File: config.mk
export PLATFORM = sky130hd
export DESIGN_NAME = port_merger
export DESIGN_NICKNAME = d
export VERILOG_FILES = /design/src/rtl/port_merger_pkg.sv /design/src/rtl/port_merger_byte_fifo.sv /design/src/rtl/port_merger.sv
export SDC_FILE = /design/constraint.sdc
export NUM_CORES = 1
export LEC_CHECK = 0
export BUFFER_PORTS_ARGS = -buffer_cell sky130_fd_sc_hd__buf_2
export CORE_ASPECT_RATIO = 1.75
export CORE_MARGIN = 2
export CORE_UTILIZATION = 60
export CTS_CLUSTER_SIZE = 12
export DETAILED_ROUTE_END_ITERATION = 6
export PLACE_DENSITY = 0.77
export SYNTH_ARGS = -nofsm -noshare
export SYNTH_HDL_FRONTEND = slang
export SYNTH_SLANG_ARGS = --single-unit
File: constraint.sdc
create_clock -name clk -period 3.3 [get_ports clk]
set_clock_uncertainty 0.15 [all_clocks]
set_input_delay 0.495 -clock clk [delete_from_list [all_inputs] [get_ports clk]]
set_output_delay 0.495 -clock clk [all_outputs]
set_load 0.005 [all_outputs]
File: src/rtl/port_merger_pkg.sv
// Shared hub constants and helpers for the port distributor/merger pair.
package port_merger_pkg;

    localparam int NUM_PORTS      = 4;
    localparam int BYTE_W         = 8;
    localparam int FIFO_DEPTH_DEF = 4;

    // Round-robin pointer moves to the port just after the one served.
    function automatic logic [1:0] rr_after(input logic [1:0] granted);
        return granted + 2'd1;
    endfunction

endpackage

File: src/rtl/port_merger_byte_fifo.sv
// Per-port byte buffer: registered storage, combinational head, wrap-bit pointers.
module byte_fifo
    import port_merger_pkg::*;
#(
    parameter int DEPTH = FIFO_DEPTH_DEF
) (
    input  logic              clk,
    input  logic              reset,
    input  logic              push,
    input  logic              pop,
    input  logic [BYTE_W-1:0] din,
    output logic [BYTE_W-1:0] dout,
    output logic              full,
    output logic              empty
);

    localparam int AW = $clog2(DEPTH);

    logic [BYTE_W-1:0] mem [DEPTH];
    logic [AW:0]       wptr;
    logic [AW:0]       rptr;
    logic              wr_en;
    logic              rd_en;

    // A full buffer still takes a byte when its head leaves in the same cycle.
    assign wr_en = push && (!full || pop);
    assign rd_en = pop && !empty;

    always_ff @(posedge clk or posedge reset) begin
        if (reset) begin
            wptr <= '0;
            rptr <= '0;
        end else begin
            if (wr_en) wptr <= wptr + 1'b1;
            if (rd_en) rptr <= rptr + 1'b1;
        end
    end

    always_ff @(posedge clk) begin
        if (wr_en) mem[wptr[AW-1:0]] <= din;
    end

    assign empty = (wptr == rptr);
    assign full  = (wptr[AW] != rptr[AW]) && (wptr[AW-1:0] == rptr[AW-1:0]);
    assign dout  = mem[rptr[AW-1:0]];

endmodule

File: src/rtl/port_merger.sv
// Four-port byte merger: per-port FIFOs, round-robin arbiter, registered output.
module port_merger
    import port_merger_pkg::*;
#(
    parameter int FIFO_DEPTH = FIFO_DEPTH_DEF
) (
    input  logic        clk,
    input  logic        reset,
    input  logic [7:0]  din0,
    input  logic [7:0]  din1,
    input  logic [7:0]  din2,
    input  logic [7:0]  din3,
    input  logic        inv0,
    input  logic        inv1,
    input  logic        inv2,
    input  logic        inv3,
    output logic [7:0]  dout,
    output logic        outv,
    output logic [1:0]  src,
    output logic [3:0]  ovf
);

    logic [BYTE_W-1:0] din_v  [NUM_PORTS];
    logic [BYTE_W-1:0] head_v [NUM_PORTS];
    logic [3:0]        inv_v;
    logic [3:0]        full_v;
    logic [3:0]        empty_v;
    logic [3:0]        pop_v;
    logic [3:0]        ovf_set;
    logic [1:0]        rr_ptr;

    logic              vld_p0;
    logic [1:0]        gidx_p0;
    logic [1:0]        idx;

    assign din_v[0] = din0;
    assign din_v[1] = din1;
    assign din_v[2] = din2;
    assign din_v[3] = din3;
    assign inv_v    = {inv3, inv2, inv1, inv0};

    for (genvar gi = 0; gi < NUM_PORTS; gi++) begin : g_fifo
        byte_fifo #(.DEPTH(FIFO_DEPTH)) u_fifo (
            .clk   (clk),
            .reset (reset),
            .push  (inv_v[gi]),
            .pop   (pop_v[gi]),
            .din   (din_v[gi]),
            .dout  (head_v[gi]),
            .full  (full_v[gi]),
            .empty (empty_v[gi])
        );
    end

    // Stage 0: pick the first non-empty FIFO at or after rr_ptr.
    always_comb begin
        vld_p0  = 1'b0;
        gidx_p0 = rr_ptr;
        pop_v   = '0;
        idx     = '0;
        for (int k = 0; k < NUM_PORTS; k++) begin
            idx = rr_ptr + 2'(k);
            if (!vld_p0 && !empty_v[idx]) begin
                vld_p0  = 1'b1;
                gidx_p0 = idx;
            end
        end
        pop_v[gidx_p0] = vld_p0;
    end

    assign ovf_set = inv_v & full_v & ~pop_v;

    // Stage 1: output register; dout/src hold when nothing is granted.
    always_ff @(posedge clk or posedge reset) begin
        if (reset) begin
            dout   <= '0;
            src    <= '0;
            outv   <= 1'b0;
            ovf    <= '0;
            rr_ptr <= '0;
        end else begin
            outv <= vld_p0;
            ovf  <= ovf | ovf_set;
            if (vld_p0) begin
                dout   <= head_v[gidx_p0];
                src    <= gidx_p0;
                rr_ptr <= rr_after(gidx_p0);
            end
        end
    end

endmodule

==> results of run 1 <==
tightest hold or removal path: stages:
cell      delay (ns)
buf_2           0.10
clkinv_1        0.03
buf_4           0.45
area by class of cell:
cell class              instances  share of cell area
well taps                     135              0.0205
flip-flops and latches        169               0.591
repair buffers                 72              0.0498
multi-input cells             214               0.259
clock buffers                  18              0.0521
clock inverters                14              0.0178
inverters                      20             0.00911
worst max-delay path by stage:
stage	from	end	slack, ns
2_1_floorplan	g_fifo[3].u_fifo.rptr[0]	g_fifo[1].u_fifo.mem[3][0]	0.43
6_report	g_fifo[3].u_fifo.wptr[1]	g_fifo[1].u_fifo.mem[1][3]	0.37
4_1_cts	g_fifo[3].u_fifo.wptr[1]	g_fifo[1].u_fifo.mem[3][7]	0.33
3_5_place_dp	g_fifo[3].u_fifo.wptr[1]	g_fifo[1].u_fifo.mem[3][5]	0.36
3_3_place_gp	g_fifo[3].u_fifo.wptr[0]	g_fifo[1].u_fifo.mem[3][0]	0.47
5_1_grt	g_fifo[3].u_fifo.wptr[1]	g_fifo[1].u_fifo.mem[3][2]	0.16
cells in the mapped netlist (2+ instances only):
cell | number | area (µm²)
xnor2_1 | 15 | 131
and3_1 | 6 | 37.5
buf_6 | 2 | 22.5
o21ai_0 | 6 | 30.0
clkbuf_1 | 3 | 11.3
and2_1 | 10 | 62.6
ha_1 | 20 | 250
mux4_2 | 32 | 721
nor2_1 | 21 | 78.8
inv_1 | 19 | 71.3
a31oi_1 | 2 | 12.5
nand2_1 | 15 | 56.3
nor3_1 | 6 | 30.0
a41o_1 | 2 | 20.0
o22ai_1 | 14 | 87.6
or2_2 | 2 | 12.5
buf_4 | 4 | 30.0
dfrtp_1 | 41 | 1030
o31ai_1 | 2 | 15.0
xor2_1 | 11 | 96.3
nand3_1 | 3 | 15.0
a22oi_1 | 2 | 15.0
edfxtp_1 | 128 | 3840
xor2_2 | 2 | 32.5
a21oi_1 | 4 | 20.0
mux2_2 | 17 | 191
a211oi_2 | 5 | 62.6
buf_2 | 4 | 20.0
sequential cells by signal, summed over array words and instances, names as in the netlist:
name and count:
dout 8, g_fifo.u_fifo.mem 128, src 2, g_fifo.u_fifo.rptr 12, rr_ptr 2, outv 1, ovf 4, g_fifo.u_fifo.wptr 12
power by group:
group	total (µW)	leakage, µW	switching, µW	internal [µW]
combinational	3620	0.00115	2010	1610
sequential	3280	0.00164	315	2960
clock	1910	0.000268	791	1110
total	8800	0.00306	3110	5690
metrics by stage:
stage | hold WS [ns] | power [µW] | area [µm²] | util
floorplan | 0.301 | 5870 | 7170 | -
global placement | 0.287 | 6770 | 7660 | 0.662
detailed placement | 0.297 | 6940 | 7660 | 0.662
CTS | 0.0517 | 8880 | 8240 | 0.711
global route | 0.0955 | 9300 | 8240 | 0.711
finish | 0.0425 | 8800 | 8240 | 0.711
kinds of logic after synthesis:
| group | after synthesis | synth area share |
|---|---|---|
| AO/OA/AOI/OAI | 50 | 0.0529 |
| XOR/XNOR | 28 | 0.0363 |
| adder cells (fa/ha/maj) | 20 | 0.0349 |
| buffers and inverters | 33 | 0.0222 |
| flip-flops | 169 | 0.680 |
| multiplexers | 49 | 0.127 |
| AND/OR/NAND/NOR | 67 | 0.0468 |
routing by layer:
layer  GRT usage  wire (µm)  up-vias
li1            -          -     1761
met1       0.264       5090     1948
met2       0.401       7610       90
met3      0.0649        610       20
met4      0.0828        306        0
met5           0          0        -
==> impl_metrics.yaml, run 1 <==
setup_path:
  critical_path.max_fanout: 8
  slowest_delay_ns: 0.50
  rrSetupSlack_ns: 0.37
  r2r_end: "g_fifo[1].u_fifo.mem[1][3]"
  critPathRequiredTime_ns: 3.22
  rr_startpoint: "g_fifo[3].u_fifo.wptr[1]"
  endpoint_kind: "flip-flop"
  path_delay_family: "simple AND/OR/NAND/NOR gates"
  crit_chain: "xnor2_1 -> and3_1 -> nand2_1 -> a221oi_1 -> o31a_1 -> and2_1"
  path_depth: 6
  path_class: "reg -> reg"
  arrival_ns: 2.85
  slowest_stage: "a221oi_1"
  ff2ff_path_depth: 6
  worstSetupStartpointType: "flip-flop"
  cp_num_buf_inv: 0
placement:
  hpwl_um: 9940
  dp.cells: 610
  post-place-ws_ns: 0.360
  numPortBuffers: 52
  gp_congestion: 0.899
route:
  drc_errors: 0
  drtIter0Drc: 297
  routed_wl_um: 13600
  num_vias: 3819
  ant_nets: 0
  viasPerCell: 5.95
  routedWlPerCell_um: 21.2
  firstDrtPassIters: 4
sta:
  max_freq_mhz: 341
  max_slew.worst_pin.slew_ns: 0.693
  fin_crit_ns: 2.93
  setup_ws_ns: 0.365
  finalSetupViolCount: 0
  rsz0062_at_grt: "false"
  drv_slew: 0
  setup_tns_ns: 0
  hold_viol_final: 0
  max-slew-margin-rel: 0.538
  period_share: 0.889
final_layout:
  diodes: 0
  nets: 552
  layout-drive-gt1-share: 0.325
  area_growth_pct: 14.9
  final_common_cell: "edfxtp_1"
  layout_common_cells: "edfxtp_1, buf_2, dfrtp_1"
  num-fill-cells: 749
  regArea_um2: 4870
  multi_input_area_um2: 2140
  layoutNonFillerInstCount: 642
synthesis:
  syn_nets: 474
  ys.flop_type: "edfxtp_1"
  postSynthAreaPerCell_um2: 17.2
  yosysUniqueCellTypes: 46
  synthArstFlopShare: 0.243
  ys_ff_latch: 169
  synth-warning-count: 0
  syn_inst: 416
  synth_edf_count: 128
  syn_area_um2: 7170
  ys_seq_area_frac: 0.680
clocking:
  clkTransAtPathRegs_ns: 0.06
  clock-sinks: 169
  cts_hold_buffers: 0
  cts_tree: "yes"
  postCtsSetupBuffers: 0
  cts_buffer_depth: 2
  cts_buffers: 17
  worstSkewPairLatency_ns: 0.43
  ctsResizeCount: 0
  root_buffer: "clkbuf_16"
  htree_num_levels: 4
global_route:
  grt_pass1_wl_um: 21400
  grt_max_degree: 42
  antenna_found_initial: 0
  first_global_vias: 4065
  gr-total-overflow: 0
  grt.total_usage: 0.228
floorplanning:
  placeableCoreArea_um2: 11600
  start_util: 0.619
  row_count: 52
  io_pins: 53
  die_x_um: 86.6
  die-area_um2: 12900
  die_y_um: 149
outcome:
  run_status: "finished, final reports clean"
power_and_ir_drop:
  ir_drop_uv: 597
  cellLeakagePower_uw: 0.00306
  power.density_nw_per_um2: 1070
worst_hold_path:
  min_path_type: "in -> async"
flow_run:
  maxCapViolations: 0
Power figures use the tool's default switching activity.
==> run 2, diff against run 1 <==
- ABC_AREA: unset -> 1
- BUFFER_PORTS_ARGS: -buffer_cell sky130_fd_sc_hd__buf_2 -> -buffer_cell sky130_fd_sc_hd__buf_4
==> run 2 against run 1 <==
Utilization grew 0.21 points. Non-clock buffer count shrank 2. Largest cell class unchanged. Critical path type unchanged. Largest power group unchanged. Sequential power grew 2%. Cell area grew 8.2%. Clock power is essentially flat. Synthesized cell count grew 69%.
==> impl_metrics.yaml, run 2 <==
global_route:
  grt_max_degree: 42
  grt_pass1_wl_um: 26900
  gr-total-overflow: 0
  antenna_found_initial: 0
  grt.total_usage: 0.251
  first_global_vias: 5354
synthesis:
  postSynthAreaPerCell_um2: 11.0
  ys_seq_area_frac: 0.631
  yosys.area.top_type: "edfxtp_1"
  yosysTopAreaCellShare: 0.498
  synth-warning-count: 0
  synthArstFlopShare: 0.243
  synth_commonest_cells: "nand2_1, edfxtp_1, nor2_1"
  synth_edf_count: 128
  syn_inst: 701
  synth_most_common_cell: "nand2_1"
  synth_area_leaders: "edfxtp_1, dfrtp_1, nand2_1, ha_1, nand3_1"
  ys_ff_latch: 169
  yosysUniqueCellTypes: 36
  ys.flop_type: "edfxtp_1"
  syn_area_um2: 7720
  syn_nets: 759
setup_path:
  endpoint_kind: "flip-flop"
  slowest_stage: "dfrtp_1"
  critical_path.max_fanout: 18
  worstSetupStartpointType: "flip-flop"
  path_delay_family: "simple AND/OR/NAND/NOR gates"
  arrival_ns: 3.04
  path_class: "reg -> reg"
  crit_chain: "inv_2 -> nand2_1 -> nand2_1 -> nand4_1 -> nand2_1 -> nand2_1 -> nand2_2 -> nand2_2 -> nand2_1 -> nand2_1 -> nand2_2 -> nand2_4 -> nor2_4 -> nand2_4 -> nand2_4 -> nand2_2 -> nor2_1 -> buf_4"
  cp_num_buf_inv: 2
  critPathRequiredTime_ns: 3.27
  slowest_delay_ns: 0.41
  path_common_cell: "nand2_1"
sta:
  max_freq_mhz: 327
  max_slew.worst_pin.slew_ns: 0.894
  period_share: 0.928
  rsz0062_at_grt: "false"
  hold_viol_final: 0
  max-slew-margin-rel: 0.403
  setup_ws_ns: 0.237
  drv_slew: 0
  fin_crit_ns: 3.06
  finalSetupViolCount: 0
  setup_tns_ns: 0
route:
  routedWlPerCell_um: 17.6
  routed_wl_um: 16700
  drc_errors: 0
  drtIter0Drc: 429
  firstDrtPassIters: 5
  viasPerCell: 5.64
  num_vias: 5347
  ant_nets: 0
placement:
  hpwl_um: 12000
  numPortBuffers: 52
  post-place-ws_ns: 0.235
  place_area_um2: 8350
  gp_congestion: 0.869
floorplanning:
  row_count: 54
  start_util: 0.618
  die_x_um: 89.8
  placeableCoreArea_um2: 12500
  die-area_um2: 13800
  io_pins: 53
  die_y_um: 154
clocking:
  htree_num_levels: 4
  cts_buffer_depth: 2
  postCtsSetupBuffers: 0
  cts_hold_buffers: 0
  cts_tree: "yes"
  clkTransAtPathRegs_ns: 0.07
  worstSkewPairLatency_ns: 0.42
  root_buffer: "clkbuf_16"
  clock-sinks: 169
  cts_buffers: 17
power_and_ir_drop:
  p_sw_uw: 4180
  ir_drop_uv: 618
  cellLeakagePower_uw: 0.00368
  p_seq_frac: 0.343
  switching_share: 0.430
  power_frac_comb: 0.461
  intPower_uw: 5540
  pwr-share-clk: 0.196
  power.density_nw_per_um2: 1090
final_layout:
  largest_reg_flops: 128
  num-fill-cells: 905
  layout_common_cells: "nand2_1, edfxtp_1, buf_4"
  design_area_um2: 8920
  layout-drive-gt1-share: 0.194
  diodes: 0
  nets: 825
  area_growth_pct: 15.5
  final_common_cell: "nand2_1"
  utilization: 0.713
worst_hold_path:
  min_path_type: "in -> async"
flow_run:
  maxCapViolations: 0
outcome:
  run_status: "finished, final reports clean"
run 2: cell types whose count changed in the layout (fill, tap and decap cells not counted), sizes merged, moves of 17 or more:
| cell | delta |
|---|---|
| mux4 | -32 |
| nand3 | +49 |
| o21ai | +46 |
| nand2 | +179 |
| mux2 | -17 |
| nor2 | +35 |
| inv | +37 |
run 2: final timing paths:
check | startpoint | cells after the start | to | slack, ns
worst min-delay path | reset | 2 | ovf[3] | 0.12
worst max register to register | g_fifo[3].u_fifo.rptr[1] | 18 | g_fifo[2].u_fifo.mem[2][0] | 0.24
max in group asynchronous | reset | 2 | g_fifo[0].u_fifo.rptr[2] | 2.30
worst max-delay path | g_fifo[3].u_fifo.rptr[1] | 18 | g_fifo[2].u_fifo.mem[2][0] | 0.24
min in group clk | din0[4] | 1 | g_fifo[0].u_fifo.mem[2][4] | 0.12
worst min register to register | ovf[3] | 1 | ovf[3] | 0.34
run 2: routing by layer:
layer,GRT usage,part of all wire
met1,0.279,0.37
met2,0.473,0.55
met3,0.0451,0.047
met4,0.0967,0.027
met5,0,0
run 2: metrics by stage:
step / total power, µW / instances / hold slack [ns]
floorplan: 6530 / 701 / 0.312
global placement: 7680 / 916 / 0.311
detailed placement: 7830 / 916 / 0.318
CTS: 9740 / 948 / 0.112
global route: 10400 / 948 / 0.113
finish: 9720 / 948 / 0.116
run 2: timing repair:
action | CTS | global route
endpoints found under the setup margin | 0 | 8
gates resized for setup | 0 | 1
hold endpoints to repair | 0 | 0
run 2: area by class of cell:
type | instances | area [µm²] | area share
multi-input combinational | 453 | 2520 | 0.283
sequential | 169 | 4870 | 0.546
tap | 168 | 210 | 0.0236
inverter | 56 | 221 | 0.0248
clock inverter | 14 | 136 | 0.0153
timing repair buffer | 70 | 526 | 0.0589
clock buffer | 18 | 429 | 0.0481
run 2: logic make-up after synthesis:
family | after synthesis | share of synthesized area
flops | 169 | 0.631
fa+ha+maj | 20 | 0.0324
compound gates | 107 | 0.0859
buf+inv | 79 | 0.0426
simple gates | 316 | 0.191
xor+xnor | 10 | 0.0177
run 2: power by group through the flow:
stage / Sequential, µW / Combinational, µW / Clock (µW)
6_report: 3330 / 4490 / 1910
5_1_grt: 3390 / 5000 / 2020
4_1_cts: 3320 / 4490 / 1920
3_5_place_dp: 3360 / 4470 / 0
3_3_place_gp: 3340 / 4330 / 0
2_1_floorplan: 3200 / 3330 / 0
==> run 3, diff against run 2 <==
- ABC_AREA: 1 -> unset
==> run 3 against run 2 <==
Sequential cell count unchanged. Hold slack lost 0.0015 ns. Via count is 28% lower. Combinational power down 20%. Power is 8.5% lower. Cell area down 5.9%. Global-route usage down 1.8 points. Largest cell class unchanged. Largest power group unchanged. Highest routed layer unchanged.
==> impl_metrics.yaml, run 3 (synthesis results as in run 1) <==
setup_path:
  ff2ff_path_depth: 6
  critPathRequiredTime_ns: 3.22
  worstSetupStartpointType: "flip-flop"
  critical_path.max_fanout: 9
  arrival_ns: 2.81
  endpoint_kind: "flip-flop"
  path_class: "reg -> reg"
floorplanning:
  row_count: 52
  die-area_um2: 12900
  io_pins: 53
  die_y_um: 149
  placeableCoreArea_um2: 11600
  start_util: 0.619
  die_x_um: 86.6
sta:
  hold_viol_final: 0
  rsz0062_at_grt: "false"
  max-slew-margin-rel: 0.445
  period_share: 0.876
  max_freq_mhz: 346
  setup_ws_ns: 0.409
  drv_slew: 0
  max_slew.worst_pin.slew_ns: 0.827
  setup_tns_ns: 0
  finalSetupViolCount: 0
  fin_crit_ns: 2.89
final_layout:
  nets: 552
  layout_common_cells: "edfxtp_1, buf_4, dfrtp_1"
  diodes: 0
  multi_input_area_um2: 2140
  num-fill-cells: 728
  largest_reg_flops: 128
  regArea_um2: 4870
  design_area_um2: 8390
  layout-drive-gt1-share: 0.323
  utilization: 0.724
  area_growth_pct: 17.0
  final_common_cell: "edfxtp_1"
power_and_ir_drop:
  power.density_nw_per_um2: 1060
  ir_drop_uv: 685
  cellLeakagePower_uw: 0.00312
  power_uw: 8890
route:
  routed_wl_um: 13700
  num_vias: 3830
  drtIter0Drc: 251
  drc_errors: 0
  ant_nets: 0
  viasPerCell: 5.97
  firstDrtPassIters: 4
  routedWlPerCell_um: 21.4
clocking:
  ctsResizeCount: 0
  cts_tree: "yes"
  root_buffer: "clkbuf_16"
  cts_buffers: 17
  clock-sinks: 169
  cts_buffer_depth: 2
  htree_num_levels: 4
  worstSkewPairLatency_ns: 0.43
  clkTransAtPathRegs_ns: 0.06
global_route:
  grt.total_usage: 0.232
  grt_pass1_wl_um: 21500
  gr-total-overflow: 0
  first_global_vias: 4085
  grt_max_degree: 23
  antenna_found_initial: 0
placement:
  post-place-ws_ns: 0.482
  gp_congestion: 0.853
  hpwl_um: 9780
  place_area_um2: 7780
  numPortBuffers: 52
worst_hold_path:
  hold_depth: 1
  min_path_type: "in -> reg"
outcome:
  run_status: "finished, final reports clean"
flow_run:
  maxCapViolations: 0
-- run 3: through the flow --
stage	hold WS, ns	cells
floorplan	0.301	416
global placement	0.302	609
detailed placement	0.321	609
CTS	0.103	642
global route	0.107	642
finish	0.114	642
-- run 3: critical path: stages (launching register included) --
cell and delay [ns]:
dfrtp_1 0.43, xnor2_1 0.32, and3_1 0.32, nand2_1 0.10
a221oi_1 0.48, o31a_1 0.30, and2_1 0.44
-- run 3: repair_timing --
item	4_1_cts	5_1_grt
hold buffers	1	0
hold endpoints to repair	21	0
setup buffers	0	0
-- run 3: worst paths after layout --
path,slack [ns],to,start
max reg2reg,0.41,g_fifo[1].u_fifo.mem[3][5],g_fifo[3].u_fifo.wptr[1]
max in group asynchronous,1.75,g_fifo[0].u_fifo.wptr[1],reset
min reg2reg,0.33,ovf[1],ovf[1]
min in group asynchronous,0.55,ovf[3],reset
max,0.41,g_fifo[1].u_fifo.mem[3][5],g_fifo[3].u_fifo.wptr[1]
min,0.11,g_fifo[2].u_fifo.mem[3][1],din2[1]
-- run 3: where the power goes --
part	internal (µW)	switching (µW)	total (µW)
clock network	1180	786	1970
logic	1660	1950	3600
registers	2960	359	3320
total	5800	3090	8890
-- run 3: final cells by class --
class,instances,area share
tap,135,0.0201
clock buffer,23,0.0570
timing repair buffer,72,0.0647
sequential,169,0.581
multi-input combinational,214,0.255
inverter,20,0.00895
clock inverter,9,0.0137
-- run 3: metal layers --
layer	GRT usage	share of wire	vias to the layer above
met5	0	0	-
met4	0.0930	0.021	0
met3	0.0522	0.032	18
met2	0.415	0.57	95
met1	0.266	0.37	1953
li1	-	-	1764
